==> config.mk <==
export PLATFORM = sky130hd
export DESIGN_NAME = ram_port_arbiter
export DESIGN_NICKNAME = d
export VERILOG_FILES = /design/src/rtl/ram_port_arbiter.sv
export SDC_FILE = /design/constraint.sdc
export NUM_CORES = 1
export LEC_CHECK = 0
export BUFFER_PORTS_ARGS = -buffer_cell sky130_fd_sc_hd__buf_2
export CORE_MARGIN = 2
export CORE_UTILIZATION = 59
export DETAILED_ROUTE_END_ITERATION = 8
export MAX_ROUTING_LAYER = met4
export PLACE_DENSITY = 0.89
export SKIP_CTS_REPAIR_TIMING = 1
export SYNTH_ARGS = -nofsm -noshare
export SYNTH_HDL_FRONTEND = slang
export SYNTH_SLANG_ARGS = --single-unit
==> constraint.sdc <==
create_clock -name clk -period 6.5 [get_ports clk]
set_clock_uncertainty 0.1 [all_clocks]
set_input_delay 0.65 -clock clk [delete_from_list [all_inputs] [get_ports clk]]
set_output_delay 0.65 -clock clk [all_outputs]
set_load 0.05 [all_outputs]
==> src/rtl/ram_port_arbiter.sv <==
// ram_port_arbiter: shares the byte-wide RAM port between fetch, load and store drain.
// Grants are serialised into byte beats; read bytes are assembled little-endian.
module ram_port_arbiter #(
    parameter int STARVE_LIMIT = 2
) (
    input  logic        clk,
    input  logic        rst,
    input  logic        rdy,
    input  logic        flush,
    input  logic [7:0]  ram_data_i,
    output logic [7:0]  ram_data_o,
    output logic [31:0] ram_addr,
    output logic        ram_rw_sel,
    input  logic        if_req,
    input  logic [31:0] if_addr,
    output logic        if_done,
    output logic [31:0] if_data,
    input  logic        ld_req,
    input  logic [31:0] ld_addr,
    input  logic [2:0]  ld_len,
    output logic        ld_done,
    output logic [31:0] ld_data,
    input  logic        st_req,
    input  logic [31:0] st_addr,
    input  logic [2:0]  st_len,
    input  logic [31:0] st_data,
    output logic        st_done
);
    localparam int SW = $clog2(STARVE_LIMIT + 1);

    typedef enum logic [1:0] {IDLE, READ, WRITE} state_t;

    state_t        state;
    logic          owner_if;
    logic [2:0]    cnt;
    logic [2:0]    len_q;
    logic [31:0]   base_q;
    logic [31:0]   wbuf_q;
    logic [31:0]   rbuf_q;
    logic [SW-1:0] starve;
    logic          rw_q;

    logic          any_done;
    logic          arb_ok;
    logic          starve_hit;
    logic          grant_st;
    logic          grant_ld;
    logic          grant_if;
    logic [2:0]    last;
    logic [2:0]    nxt;
    logic [2:0]    off;
    logic [4:0]    lo;
    logic [31:0]   rbuf_nx;

    // The write strobe never escapes while the whole system is frozen
    assign ram_rw_sel = rw_q & rdy;

    // Arbitration decision and per-beat address/byte-lane bookkeeping
    always_comb begin
        any_done   = if_done | ld_done | st_done;
        arb_ok     = (state == IDLE) && !any_done;
        starve_hit = (starve == SW'(STARVE_LIMIT)) && if_req && !flush;
        grant_st   = arb_ok && !starve_hit && st_req;
        grant_ld   = arb_ok && !starve_hit && !st_req && ld_req && !flush;
        grant_if   = arb_ok && (starve_hit ||
                     (!st_req && !ld_req && if_req && !flush));
        last       = len_q - 3'd1;
        nxt        = cnt + 3'd1;
        off        = (nxt > last) ? last : nxt;
        lo         = {cnt[1:0] - 2'd1, 3'b000};
        rbuf_nx    = rbuf_q;
        rbuf_nx[lo +: 8] = ram_data_i;
    end

    // Port FSM: grant, byte beats, data assembly and done pulses
    always_ff @(posedge clk) begin
        if (rst) begin
            state      <= IDLE;
            owner_if   <= 1'b0;
            cnt        <= '0;
            len_q      <= '0;
            base_q     <= '0;
            wbuf_q     <= '0;
            rbuf_q     <= '0;
            starve     <= '0;
            rw_q       <= 1'b0;
            ram_addr   <= '0;
            ram_data_o <= '0;
            if_done    <= 1'b0;
            ld_done    <= 1'b0;
            st_done    <= 1'b0;
            if_data    <= '0;
            ld_data    <= '0;
        end else if (rdy) begin
            if_done <= 1'b0;
            ld_done <= 1'b0;
            st_done <= 1'b0;
            case (state)
                IDLE: begin
                    if (grant_if) begin
                        starve <= '0;
                    end else if ((grant_st || grant_ld) && if_req &&
                                 starve != SW'(STARVE_LIMIT)) begin
                        starve <= starve + 1'b1;
                    end
                    if (grant_st) begin
                        state      <= WRITE;
                        base_q     <= st_addr;
                        len_q      <= st_len;
                        cnt        <= '0;
                        rw_q       <= 1'b1;
                        ram_addr   <= st_addr;
                        ram_data_o <= st_data[7:0];
                        wbuf_q     <= {8'h00, st_data[31:8]};
                    end else if (grant_ld || grant_if) begin
                        state    <= READ;
                        owner_if <= grant_if;
                        base_q   <= grant_if ? if_addr : ld_addr;
                        len_q    <= grant_if ? 3'd4 : ld_len;
                        ram_addr <= grant_if ? if_addr : ld_addr;
                        cnt      <= '0;
                        rbuf_q   <= '0;
                    end
                end
                READ: begin
                    if (flush) begin
                        state    <= IDLE;
                        ram_addr <= '0;
                    end else begin
                        if (cnt != 3'd0) rbuf_q <= rbuf_nx;
                        if (cnt == len_q) begin
                            state    <= IDLE;
                            ram_addr <= '0;
                            if (owner_if) begin
                                if_done <= 1'b1;
                                if_data <= rbuf_nx;
                            end else begin
                                ld_done <= 1'b1;
                                ld_data <= rbuf_nx;
                            end
                        end else begin
                            cnt      <= nxt;
                            ram_addr <= base_q + {29'd0, off};
                        end
                    end
                end
                WRITE: begin
                    if (cnt == last) begin
                        state      <= IDLE;
                        rw_q       <= 1'b0;
                        ram_addr   <= '0;
                        ram_data_o <= '0;
                        st_done    <= 1'b1;
                    end else begin
                        cnt        <= nxt;
                        ram_addr   <= base_q + {29'd0, nxt};
                        ram_data_o <= wbuf_q[7:0];
                        wbuf_q     <= {8'h00, wbuf_q[31:8]};
                    end
                end
                default: state <= IDLE;
            endcase
        end
    end
endmodule

==> metrics <==
status completed; crit path kind register to register; Final TNS setup 0 ns; fin nets 1736; placed insts 1770; Primary FF master, synth dfxtp_1; top post-synthesis cells by area dfxtp_1, a211oi_1, a21oi_1, nor2_1, nand2_1; syn_nets about 1600; Clock transition at path regs around 0.06 ns; clock latency on the worst-skew pair approximately 0.5 ns; max_slew headroom 21.4%; global-route wire length before repair 53700 µm; GR Util All Layers 33.8%; # clock sinks roughly 210; die area 19700 µm²; Fin Hold WS 0.305 ns; Synth Area per Inst 7.89 µm²; Final Hold Viols 0; post-layout min period between 4 and 5 ns; Pre-antenna DRT Iters 6; largest net degree at the start of global routing 122; layout cell share with drive strength beyond 1 about a fifth; Avg WL per Cell around 18 µm; Critical Path Fanout Max 12; core area 18100 µm²; top cell type's share of synthesized area 37.8%; Filler Cell Count 1412; Die X 140 µm; worst hold path type primary input to register; # IOs 257; drt total wl roughly 33000 µm; Initial DRC Count 1115; Tot Pwr 0.00397 W; FF/Latch Area 4140 µm²; post-synthesis cell count 1388; total gr overflow 0; slew of the pin with the lowest slew margin 1.18 ns; Post-synth EDFFs 0; Initial Util slightly above 60%; count leader, synth dfxtp_1; maxcap violations 0; total power divided by cell area ~310 nW/µm²; family with the most delay on the worst path compound AO/OA/AOI/OAI gates; RSZ-0062 raised after global routing no; Mapped Area 11000 µm²; FFs w/ async S/R, synth 0%; WP data arrival 4.83 ns; number of global-route vias before repair 10800; Multi-input gate area 6280 µm²; ANT cells 0; CTS Buffer Depth 3; Site Rows a little under 50; Root Driver clkbuf_16; startpoint types register; DRT antenna net count 0; largest area contributor in the netlist dfxtp_1; fin crit share a little over two thirds; synthesis-to-layout area growth 18.1%; Worst IR Drop VDD 157 µV; Post-synth top cells dfxtp_1, nor2_1, nand2_1; initial antenna violation count 0; final non-filler cell total between 1500 and 2000; Vias/cell about 6.3; Setup violations, final 0; CP max stage cell dfxtp_1; Netlist cell types 80; CP Capture Type register; CTS tree yes; H-tree levels 1; FF+latch count, synth 207; Final Max Tran Viols 0; sequential-to-total area share from yosys stat a little under two fifths; Leakage between 4 and 5 nW; post-DP HPWL 23000 µm; cts bufs inserted 22; Max Freq about 0.22 GHz; CP Data Required Time ~6.8 ns; Bufs and invs on worst path 1; final RePlAce weighted congestion a little under 1; CP Cell Sequence inv_1, ha_1, maj3_1, a22oi_1, a21oi_1, ha_1, fa_1, a21oi_1, nand2b_1, o22ai_1, a31o_2, a22oi_1, a211oi_1; Largest stage delay, worst path slightly below 0.6 ns; Die Y-Extent 140 µm; Port Buffers 256; synth warn 0; final core occ 71.5%; overall via count from detail_route 11400; drt drc 0
==> path summary, 6_finish.rpt <==
check                                                end  depth (start not counted)              startpoint  slack (ns)
worst max-delay path            ram_addr[8]$_SDFFE_PP0P_                         13     cnt[0]$_SDFFE_PP0P_        1.92
worst min-delay path             wbuf_q[20]$_SDFFE_PP0P_                          3             st_data[28]        0.30
worst max register to register  ram_addr[8]$_SDFFE_PP0P_                         13     cnt[0]$_SDFFE_PP0P_        1.92
worst min register to register    rbuf_q[4]$_SDFFE_PP0P_                          2  rbuf_q[4]$_SDFFE_PP0P_        0.35
==> cell families (layout without fill, tap and decap cells) <==
group	Yosys count	after routing	synth area share, %
compound gates	442	442	26.8
xor+xnor	12	12	1.11
fa+ha+maj	23	23	2.74
buf+inv	136	328	5.11
flops	207	207	37.8
mux	26	26	2.39
simple gates	542	542	24.0
==> placed cells by master, fill, tap and decap left out, types with 7 or more instances in the layout <==
| master | n |
|---|---|
| buf_2 | 255 |
| dfxtp_1 | 207 |
| nor2_1 | 172 |
| nand2_1 | 170 |
| a21oi_1 | 154 |
| a211oi_1 | 112 |
| nor2b_1 | 48 |
| nand3b_1 | 44 |
| mux2i_1 | 25 |
| a31oi_1 | 23 |
| clkbuf_16 | 22 |
| o21ai_0 | 20 |
| nor3_1 | 20 |
| o22ai_1 | 20 |
| ha_1 | 20 |
| inv_1 | 18 |
| o211ai_1 | 16 |
| nand4_1 | 16 |
| nand3_1 | 16 |
| buf_4 | 14 |
| o21a_1 | 11 |
| a311oi_1 | 11 |
| nor4_1 | 10 |
| nand2b_1 | 8 |
| a221oi_1 | 8 |
| xnor2_1 | 7 |
==> cell type report <==
| type | count | share of cell area [%] |
|---|---|---|
| timing repair buffer | 270 | 10.8 |
| clock buffer | 30 | 4.80 |
| clock inverter | 9 | 1.05 |
| sequential | 207 | 32.0 |
| multi-input combinational | 1045 | 48.6 |
| inverter | 19 | 0.551 |
| tap | 229 | 2.22 |
==> report_power, final <==
part | internal [W] | switching, W
clock | 0.000790 | 0.000521
sequential | 0.00138 | 0.000113
combinational | 0.000359 | 0.000804
==> through the flow <==
| step | setup WS, ns | instance area [µm²] |
|---|---|---|
| after floorplan | 2.50 | 11000 |
| after global placement | 2.18 | 12200 |
| after detailed placement | 2.03 | 12200 |
| after CTS | 2.01 | 12900 |
| after global routing | 1.66 | 12900 |
| final | 1.92 | 12900 |
==> routing by layer <==
| metal | global-route usage [%] | routed length [µm] | vias to the layer above |
|---|---|---|---|
| li1 | - | - | 5404 |
| met3 | 3.83 | 2890 | 99 |
| met1 | 44.1 | 13700 | 5319 |
| met5 | - | 0 | - |
| met2 | 53.8 | 15700 | 596 |
| met4 | 13.9 | 1140 | 0 |
==> sequential cells by signal, summed over array words and instances (netlist names) <==
register,cells
if_done,1
if_data,32
cnt,3
rbuf_q,32
rw_q,1
state,2
ram_addr,32
ram_data_o,8
starve,2
len_q,3
base_q,32
owner_if,1
st_done,1
ld_done,1
wbuf_q,24
ld_data,32
==> worst reg2reg max path, cell delays in order (launching register included) <==
cell,delay [ns]
dfxtp_1,0.59
inv_1,0.17
ha_1,0.44
maj3_1,0.38
a22oi_1,0.34
a21oi_1,0.15
ha_1,0.24
fa_1,0.40
a21oi_1,0.38
nand2b_1,0.29
o22ai_1,0.30
a31o_2,0.38
a22oi_1,0.17
a211oi_1,0.09
No activity file was read; power rests on OpenSTA's default activity.
